**src/rtl/spart_rx_ctrl.sv**
```systemverilog
// Bus-side receive controller for the SPART: baud tick generator, RX drain FSM,
// small RX FIFO and the 4-register I/O-mapped bus decode.
module spart_rx_ctrl #(
    parameter int          FIFO_DEPTH = 4,
    parameter logic [15:0] DIV_RESET  = 16'd325
) (
    input  logic       clk,
    input  logic       rst,
    input  logic       iocs,
    input  logic       iorw,
    input  logic [1:0] ioaddr,
    input  logic [7:0] db_in,
    output logic [7:0] db_out,
    output logic       rx_avail,
    output logic       en_16x,
    input  logic       rx_rda,
    input  logic [7:0] rx_data,
    output logic       rd_rx,
    input  logic       tbr,
    output logic [7:0] tx_data,
    output logic       wr_tx
);

    localparam int AW = $clog2(FIFO_DEPTH);
    localparam logic [AW:0] FULL_COUNT = (AW + 1)'(FIFO_DEPTH);

    typedef enum logic [1:0] {
        IDLE,
        ACK,
        WAIT
    } drain_state_t;

    drain_state_t state, next_state;

    logic [15:0] divisor;
    logic [15:0] baud_cnt;
    logic [7:0]  mem [FIFO_DEPTH];
    logic [AW-1:0] wr_ptr, rd_ptr;
    logic [AW:0]   count;
    logic ovf, ovf_set;
    logic bus_rd, bus_wr, div_wr, status_rd;
    logic fifo_full, fifo_empty, push, pop;

    assign bus_rd     = iocs & iorw;
    assign bus_wr     = iocs & ~iorw;
    assign div_wr     = bus_wr & ioaddr[1];
    assign status_rd  = bus_rd & (ioaddr == 2'd1);
    assign fifo_full  = (count == FULL_COUNT);
    assign fifo_empty = (count == '0);
    assign push       = rd_rx;
    assign pop        = bus_rd & (ioaddr == 2'd0) & ~fifo_empty;

    assign en_16x   = (baud_cnt == divisor);
    assign rx_avail = ~fifo_empty;
    assign tx_data  = db_in;
    assign wr_tx    = bus_wr & (ioaddr == 2'd0) & tbr;

    // A divisor write restarts the tick period from the new value.
    always_ff @(posedge clk) begin
        if (rst) begin
            divisor  <= DIV_RESET;
            baud_cnt <= 16'd0;
        end else begin
            if (bus_wr && ioaddr == 2'd2) divisor[7:0]  <= db_in;
            if (bus_wr && ioaddr == 2'd3) divisor[15:8] <= db_in;
            if (div_wr || en_16x) baud_cnt <= 16'd0;
            else                  baud_cnt <= baud_cnt + 16'd1;
        end
    end

    always_ff @(posedge clk) begin
        if (rst) state <= IDLE;
        else     state <= next_state;
    end

    always_comb begin
        next_state = state;
        rd_rx      = 1'b0;
        ovf_set    = 1'b0;
        case (state)
            IDLE: begin
                if (rx_rda) begin
                    if (!fifo_full) next_state = ACK;
                    else            ovf_set    = 1'b1;
                end
            end
            ACK: begin
                rd_rx      = 1'b1;
                next_state = WAIT;
            end
            WAIT: begin
                if (!rx_rda) next_state = IDLE;
            end
            default: next_state = IDLE;
        endcase
    end

    // A fresh overflow in the same cycle as a STATUS read keeps the flag set.
    always_ff @(posedge clk) begin
        if (rst)            ovf <= 1'b0;
        else if (ovf_set)   ovf <= 1'b1;
        else if (status_rd) ovf <= 1'b0;
    end

    always_ff @(posedge clk) begin
        if (push) mem[wr_ptr] <= rx_data;
    end

    always_ff @(posedge clk) begin
        if (rst) begin
            wr_ptr <= '0;
            rd_ptr <= '0;
            count  <= '0;
        end else begin
            if (push) wr_ptr <= wr_ptr + 1'b1;
            if (pop)  rd_ptr <= rd_ptr + 1'b1;
            case ({push, pop})
                2'b10:   count <= count + 1'b1;
                2'b01:   count <= count - 1'b1;
                default: count <= count;
            endcase
        end
    end

    always_comb begin
        db_out = 8'h00;
        if (bus_rd) begin
            case (ioaddr)
                2'd0: db_out = fifo_empty ? 8'h00 : mem[rd_ptr];
                2'd1: db_out = {4'b0000, ovf, fifo_full, tbr, rx_avail};
                2'd2: db_out = divisor[7:0];
                2'd3: db_out = divisor[15:8];
                default: db_out = 8'h00;
            endcase
        end
    end

endmodule

```
**config.mk**
```make
export PLATFORM = sky130hd
export DESIGN_NAME = spart_rx_ctrl
export DESIGN_NICKNAME = d
export VERILOG_FILES = /design/src/rtl/spart_rx_ctrl.sv
export SDC_FILE = /design/constraint.sdc
export NUM_CORES = 1
export LEC_CHECK = 0
export CORE_AREA = 5 5 107 109
export CTS_CLUSTER_SIZE = 30
export DETAILED_ROUTE_END_ITERATION = 8
export DIE_AREA = 0 0 112 114
export PLACE_DENSITY = 0.65
export SKIP_CTS_REPAIR_TIMING = 1
export SYNTH_ARGS = -nofsm -noshare
export SYNTH_HDL_FRONTEND = slang
export SYNTH_SLANG_ARGS = --single-unit
export TNS_END_PERCENT = 100
```
**constraint.sdc**
```tcl
create_clock -name clk -period 5.1 [get_ports clk]
set_clock_uncertainty 0.1 [all_clocks]
set_input_delay 0.51 -clock clk [delete_from_list [all_inputs] [get_ports clk]]
set_output_delay 0.51 -clock clk [all_outputs]
set_load 0.1 [all_outputs]
```
* After elaboration in Yosys (flattened, before gate mapping)
Memory sizes are Yosys's and may differ from the RTL's. A register that Yosys moved wholly into a read port is not among the register bits.
Cells that the tools add are included.
W data, S select, Z words.
** Operators by class
- Add/subtract/negate cells :: 5
- Eq/ne operators :: 12
- Multiplexer cells :: 18
- Bitwise logic cells :: 10
- Reductions and logical operators :: 10
** Operators with widths (number)
- $pmux W8 S4 :: 1
- $add A16 B1 Y16 const B :: 1
- $eq A16 B16 Y1 :: 1
- $mux W8 :: 2
- $mux W2 :: 5
- $and A1 B1 Y1 :: 8
- $eq A2 B2 Y1 const B :: 4
- $mux W1 :: 8
- $eq A2 B1 Y1 const B :: 3
- $ne A2 B2 Y1 const B :: 3
- $pmux W2 S3 :: 1
- $pmux W3 S2 :: 1
- $add A2 B1 Y2 const B :: 2
- $logic_not A2 Y1 :: 2
- $reduce_bool A2 Y1 :: 2
- $add A3 B1 Y3 const B :: 1
- $eq A3 B3 Y1 const B :: 1
- $logic_not A3 Y1 :: 1
- $reduce_and A3 Y1 :: 1
- $sub A3 B1 Y3 const B :: 1
- $logic_and A1 B1 Y1 :: 2
- $not A1 Y1 :: 2
- $reduce_or A2 Y1 :: 1
- $logic_or A1 B1 Y1 :: 1
** Storage, ports and cells
- Register bits after elaboration :: 42
- Bits in writable memories :: 32
- Input bits :: 24
- Output and inout port bits :: 20
- Memories :: 1
** Memories
- mem :: words 4, bits a word 8, rd ports 1, clocked after Yosys merged registers in 1, wr ports 1, line 37 : logic [7:0] mem [FIFO_DEPTH];

* Logic depth before layout (Yosys ltp)
Gate-level depths: netlist of run 1.
- Depth in word-level cells :: 5
- Gate-level depth with buffers :: 9
- Mapped depth without buffers :: 8

* Worst setup path before layout of run 1
Ideal clock, no wire load.
- Kind :: register to output
- From :: register count[0]
- To :: output db_out[0]
- Data arrival time :: 5863 ps
- Data required time :: 4490 ps
- Path slack :: -1373 ps
- Stages on the path, launching flop included :: 5
- Path buffers :: 0
- Cells stage by stage :: dfxtp_1 -> nor3_1 -> inv_1 -> nor2_1 -> a2111oi_0
** On the way
- Cells in the longest elaborated chain, start to end :: 4
- Elaborated cells on any way between the ends :: 5
- Those cells by class :: mux: 3; bitwise: 1; reduce/logical: 1
** RTL lines
- start: declaration :: line 39 : logic [AW:0] count;
- start signal: assignment :: line 118 : 2'b10: count <= count + 1'b1;
- start signal: assignment :: line 119 : 2'b01: count <= count - 1'b1;
- start signal: assignment :: line 120 : default: count <= count;
- $logic_not A3 Y1 :: line 49 : assign fifo_empty = (count == '0);
- $not A1 Y1 :: line 54 : assign rx_avail = ~fifo_empty;
- via rx_avail :: line 14 : output logic rx_avail,
- $pmux W8 S4 :: line 128 : case (ioaddr)
- $mux W8 :: line 127 : if (bus_rd) begin
- end: declaration :: line 13 : output logic [7:0] db_out,
The timed path passes the listed nets, and every way through them passes these cells.

* Worst setup path after layout of run 1
- From :: input ioaddr[1]
- To :: output wr_tx
** On the way
- Cells in the longest elaborated chain, start to end :: 3
** RTL lines
- start: declaration :: line 11 : input logic [1:0] ioaddr,
- $logic_not A2 Y1 :: line 56 : assign wr_tx = bus_wr & (ioaddr == 2'd0) & tbr;
- $and A1 B1 Y1 (2 in series) :: line 56
- end: declaration :: line 21 : output logic wr_tx
Every way passes these cells.

==> results of run 1 <==
==> metrics by stage <==
step                power (mW)   util
floorplan                0.780      -
global placement         0.825  0.385
detailed placement       0.828  0.385
CTS                       1.29  0.404
global route              1.33  0.404
finish                    1.27  0.404
==> synth_stat cells, drive strengths merged (2+ instances only) <==
master  count  area [sq um]
nor2b       2          12.5
nand2      27           101
xor2        4          35.0
a31o        2          17.5
nand4       7          50.1
mux2        4          45.0
nand3b      3          22.5
mux2i      12           120
dfxtp      44           881
nor4        5          61.3
buf        15           109
edfxtp     32           961
inv        13          48.8
and2        4          25.0
and3        3          18.8
mux4        8           180
a221oi      3          26.3
a211oi      5          37.5
nand3       7          40.0
nor2       25          96.4
nor3       20           145
ha          6          75.1
xnor2      29           269
clkbuf      5          20.0
a21oi      11          55.1
a22oi       4          30.0
nor4b       2          17.5
==> power by group through the flow <==
stage | Sequential, mW | Clock [mW] | Combinational [mW]
global placement | 0.670 | 0 | 0.155
CTS | 0.657 | 0.474 | 0.158
floorplan | 0.667 | 0 | 0.113
detailed placement | 0.671 | 0 | 0.157
global route | 0.658 | 0.501 | 0.168
finish | 0.656 | 0.460 | 0.156
==> worst paths after layout <==
path,slack (ns),cells past startpoint,from,to
setup reg to reg,2.86,8,count[0]$_SDFFE_PP0P_,count[2]$_SDFFE_PP0P_
hold reg to reg,0.40,2,divisor[14]$_SDFFE_PP0P_,divisor[14]$_SDFFE_PP0P_
hold / removal,0.40,2,divisor[14]$_SDFFE_PP0P_,divisor[14]$_SDFFE_PP0P_
setup / recovery,1.69,4,ioaddr[1],wr_tx
==> layout by cell type (no fill, tap or decap), types with 4 or more instances in the layout <==
| cell | instances |
|---|---|
| a22oi_1 | 4 |
| buf_4 | 11 |
| mux4_2 | 8 |
| nand2_1 | 27 |
| xor2_1 | 4 |
| clkbuf_8 | 9 |
| edfxtp_1 | 32 |
| a211oi_1 | 5 |
| dfxtp_1 | 44 |
| nor3_2 | 9 |
| mux2_2 | 4 |
| inv_1 | 13 |
| and2_1 | 4 |
| nor2_1 | 24 |
| nand3_1 | 6 |
| xnor2_1 | 27 |
| a21oi_1 | 11 |
| mux2i_1 | 12 |
| ha_1 | 6 |
| nor3_1 | 11 |
| clkdlybuf4s50_1 | 35 |
| nand4_1 | 6 |
==> registers in the layout, indices dropped and copies added (netlist names), named ones only <==
name	flops
divisor	16
state	2
wr_ptr	2
rd_ptr	2
baud_cnt	16
mem	32
ovf	1
count	3
==> tightest hold or removal path: cells and delay by family, from the launching register on <==
family          cells  cell delay (ns)
compound gates      1             0.05
flops               1             0.35
simple gates        1             0.06
==> cells by family (layout without fill, tap and decap cells) <==
group | Yosys count | in the layout
compound gates | 28 | 28
flops | 76 | 76
fa+ha+maj | 7 | 7
mux | 24 | 24
xor+xnor | 33 | 33
simple gates | 108 | 108
buf+inv | 33 | 75
==> cell type report <==
cell class              count  area [sq um]
clock buffers               9           124
flip-flops and latches     76          1840
fillers                   979          6260
multi-input cells         200          1550
inverters                  13          48.8
repair buffers             46           433
well taps                 140           175
clock inverters             7          72.6
==> per-layer routing <==
| layer | vias up | track usage | share of wire |
|---|---|---|---|
| met2 | 39 | 0.221 | 0.50 |
| li1 | 1168 | - | - |
| met5 | - | 0 | 0 |
| met4 | 0 | 0.0481 | 0.017 |
| met3 | 11 | 0.0302 | 0.036 |
| met1 | 1143 | 0.152 | 0.44 |
==> results.md, run 1 <==
- RSZ-0062 raised after global routing: false
- WP data arrival: 2.80 ns
- Max Buffers Root-to-Sink: 2
- Adder-cell share of the synthesized area: 0.0267
- Layout Cells excl Fill: 491
- Clock power frac: 0.362
- Root Driver: clkbuf_8
- Total negative setup slack: 0 ns
- Critical Path, Cell by Cell: clkdlybuf4s50_1, nor2_1, and3_1, clkdlybuf4s50_1
- Drt total wl: 7680 um
- Max transition margin: 0.336
- Period Utilization, post-route: 0.668
- Flop and latch count out of synthesis: 76
- Post-route DRC: 0
- Post-synth cell types: 44
- Clock insertion delay at the later pin of the skew report: 0.35 ns
- DP Wirelength: 5780 um
- Hold crit path type: flop to flop
- Port-buffer cells: 43
- Initial antenna violation count: 0
- Critical Path RT: 4.49 ns
- Synth Flop Type: dfxtp_1
- Total core area: 10500 sq um
- Mux share of post-synthesis cell area: 0.0969
- Setup WS post-layout: 1.69 ns
- Max Clk Rate: 294 MHz
- Largest family of logic cells by synthesized area: simple AND/OR/NAND/NOR gates
- Leakage: 1.37 nW
- Hold Slack: 0.400 ns
- Largest delay contributor family on the critical path: buffers and inverters
- CTS Sinks: 76
- Die H: 114 um
- Post-Syn Nets: 340
- Tot GR Track Use: 0.127
- Placed Instances: 475
- Number of cell rows: 38
- Pwr Density: 300 nW/um^2
- Int Pwr: 0.927 mW
- GPL Wtd Cong: 0.760
- DRT iter0 DRCs: 116
- Pre-CTS WS: 1.69 ns
- Switching power share of the total: 0.272
- Maximum vdd drop: 216 uV
- Die W: 112 um
- Delay of the slowest critical-path stage: 1.14 ns
- Async S/R FF share, synth: 0
- CTS tree: built
- Mean post-synth cell area: 11.5 sq um
- Max Transition Viols Final: 0
- Placed Area: 4050 sq um
- Global route total overflow: 0
- Via density: 4.81
- CP most frequent cell: clkdlybuf4s50_1
- Post-synth EDFFs: 32
- WP buf/inv: 2
- Worst slew pin tran: 0.993 ns
- Clk slew on worst S/H paths: 0.09 ns
- Reg power frac: 0.516
- Post-synthesis xor/xnor area fraction: 0.0853
- Via count: 2361
- NetSw: 0.346 mW
- Crit path capture type: primary output
- Diodes inserted: 0
- Compound-gate portion of the synthesized area: 0.0534
- Fin. Hold Viols: 0
- Slowest-stage cell, CP: clkdlybuf4s50_1
- Mapped Cells: 309
- Minimum clock period: 3.41 ns
- Layout overhead on the synthesized area: 19.1%
- Fraction of layout cells with a size suffix above 1: 0.162
- YS warnings: 0
- First-pass GRT wire length: 12600 um
- Simple-gate area share of the yosys netlist: 0.171
- Status: finished clean
- Vias in the first global route: 2432
- Kind of start point of the critical path: primary input
- Largest net degree at the start of global routing: 24
- Combinational group share of total power: 0.123
- CP max FO: 20
- Final Setup Violations: 0
- Cell area after synthesis: 3560 sq um
- I/O pins: 44
- Final Instance Area: 4250 sq um
- CP Class: primary input to primary output
- H-tree depth: 3
- Antenna viol nets, final: 0
- Inserted Clock Buffers: 9
- Total of max-cap violations: 0
- Initial Util: 0.339
- Total Nets Final: 377
- Register area share after synthesis: 0.517
- WL/cell: 15.6 um
- DR pass1 iterations: 4
- Die area: 12800 sq um
Note: power is estimated with default switching activity, not from simulation.
==> run 2: changes to the inputs <==
--- a/config.mk
+++ b/config.mk
@@ -9,7 +9,7 @@
 export CTS_CLUSTER_SIZE = 30
 export DETAILED_ROUTE_END_ITERATION = 8
 export DIE_AREA = 0 0 112 114
-export PLACE_DENSITY = 0.65
+export PLACE_DENSITY = 0.67
 export SKIP_CTS_REPAIR_TIMING = 1
 export SYNTH_ARGS = -nofsm -noshare
 export SYNTH_HDL_FRONTEND = slang
==> constraint.sdc (replaced) <==
create_clock -name clk -period 2.94 [get_ports clk]
set_clock_uncertainty 0.1 [all_clocks]
set_input_delay 0.294 -clock clk [delete_from_list [all_inputs] [get_ports clk]]
set_output_delay 0.294 -clock clk [all_outputs]
set_load 0.1 [all_outputs]
==> results.md, run 2 (same netlist as run 1, synthesis figures left out) <==
- Status: finished clean
- CTS tree: built
- Die W: 112 um (unchanged)
- Max Transition Viols Final: 0 (unchanged)
- Die area: 12800 sq um (unchanged)
- Minimum clock period: 2.47 ns
- WP data arrival: 2.08 ns (-0.72 ns)
- DRT iter0 DRCs: 82 (-29%)
- Switching power share of the total: 0.259 (-0.0129)
- Clock insertion delay at the later pin of the skew report: 0.35 ns (about the same)
- CP max FO: 7 (-65%)
- DP Wirelength: 5850 um (+1.1%)
- Antenna viol nets, final: 0 (unchanged)
- Initial Util: 0.339 (unchanged)
- Critical Path RT: 2.55 ns (-1.94 ns)
- Post-route DRC: 0 (unchanged)
- Layout overhead on the synthesized area: 23.3%
- Global route total overflow: 0 (unchanged)
- Via density: 4.84 (+0.57%)
- H-tree depth: 3 (unchanged)
- I/O pins: 44 (unchanged)
- Leading cell type in the layout, fill and taps excluded: dfxtp_1
- Total of max-cap violations: 0 (unchanged)
- Worst slew pin tran: 0.740 ns (-0.253 ns)
- Setup WS post-layout: 0.471 ns (-1.22 ns)
- Hold crit path type: flop to flop
- First-pass GRT wire length: 13200 um (+4.4%)
- Tot GR Track Use: 0.131 (+0.00389)
- Vias in the first global route: 2475 (+1.8%)
- Root Driver: clkbuf_8
- Total Nets Final: 380 (+0.80%)
- CTS Sinks: 76 (unchanged)
- Pre-CTS WS: 0.213 ns (-1.48 ns)
- Int Pwr: 1.70 mW (+83%)
- Most frequent cells in the layout: dfxtp_1, edfxtp_1, nand2_1, xnor2_1, nor2_1
- Die H: 114 um (unchanged)
- Max transition margin: 0.505 (+0.170)
- CP Class: flop to primary output
- NetSw: 0.593 mW (+71%)
- Crit path capture type: primary output
- Maximum vdd drop: 315 uV (+46%)
- Kind of start point of the critical path: flop
- Pwr Density: 521 nW/um^2 (+74%)
- Fillcell total: 1002 (+2.3%)
- Period Utilization, post-route: 0.840
- DR pass1 iterations: 5 (+1)
- Reg power frac: 0.497 (-0.019)
- Final Setup Violations: 0 (unchanged)
- Initial antenna violation count: 0 (unchanged)
- Clock power frac: 0.377 (+0.015)
- Number of cell rows: 38 (unchanged)
- Leakage: 1.43 nW (+4.4%)
- Combinational group share of total power: 0.125 (+0.002)
- Total core area: 10500 sq um (unchanged)
- Drt total wl: 7760 um (+1.0%)
- Max Clk Rate: 405 MHz
- WL/cell: 15.7 um (+0.39%)
- Largest net degree at the start of global routing: 23 (-4.2%)
- Max reg flops: 32 (unchanged)
- RSZ-0062 raised after global routing: false
- Diodes inserted: 0 (unchanged)
- Fraction of layout cells with a size suffix above 1: 0.203 (+0.0410)
- Pwr Total: 2.29 mW (+80%)
- GPL Wtd Cong: 0.804 (+5.8%)
- Largest Register: mem
- Top flop regs: mem x32, baud_cnt x16, divisor x16
- Clk slew on worst S/H paths: 0.08 ns (about the same)
- Port-buffer cells: 43 (unchanged)
- Via count: 2389 (+1.2%)
- Fin. Hold Viols: 0 (unchanged)
- Max Buffers Root-to-Sink: 2 (unchanged)
- Inserted Clock Buffers: 9 (unchanged)
## run 2: final timing paths
path,from,end,slack [ns],depth (start not counted)
max reg2reg,count[2]$_SDFFE_PP0P_,count[2]$_SDFFE_PP0P_,0.68,8
max,flop,db_out[3],0.47,5
min reg2reg,divisor[14]$_SDFFE_PP0P_,divisor[14]$_SDFFE_PP0P_,0.40,2
min,divisor[14]$_SDFFE_PP0P_,divisor[14]$_SDFFE_PP0P_,0.40,2
## run 2: power by group through the flow
stage | combinational, mW | sequential (mW) | clock, mW
after floorplan | 0.198 | 1.16 | 0
after global placement | 0.285 | 1.16 | 0
after detailed placement | 0.290 | 1.16 | 0
after CTS | 0.291 | 1.14 | 0.880
after global routing | 0.307 | 1.14 | 0.930
final | 0.287 | 1.14 | 0.864
## run 2: area by class of cell
type | instances | area [sq um] | area share
clock buffers | 9 | 124 | 0.0282
clock inverters | 7 | 91.3 | 0.0208
inverters | 13 | 48.8 | 0.0111
repair buffers | 49 | 551 | 0.125
multi-input cells | 200 | 1560 | 0.356
well taps | 140 | 175 | 0.0399
flip-flops and latches | 76 | 1840 | 0.419
## run 2: metal layers
layer,global-route usage,part of all wire,vias to the layer above
li1,-,-,1170
met5,0,0,-
met2,0.232,0.52,43
met4,0.0489,0.017,0
met3,0.0265,0.029,12
met1,0.157,0.44,1164
## run 2: critical path: stages, from the launching register on
cell,delay (ns)
dfxtp_1,0.37
buf_4,0.22
mux4_2,0.52
a221oi_1,0.28
a211oi_1,0.14
buf_12,0.20
## run 2: through the flow
stage / hold WS (ns) / area (sq um) / utilization / cells / TNS, ns
3_3_place_gp: 0.375 / 4180 / 0.398 / 478 / 0
6_report: 0.396 / 4400 / 0.418 / 494 / 0
5_1_grt: 0.416 / 4400 / 0.418 / 494 / 0
4_1_cts: 0.398 / 4400 / 0.418 / 494 / 0
3_5_place_dp: 0.384 / 4180 / 0.398 / 478 / 0
2_1_floorplan: 0.263 / 3580 / - / 309 / -1.72
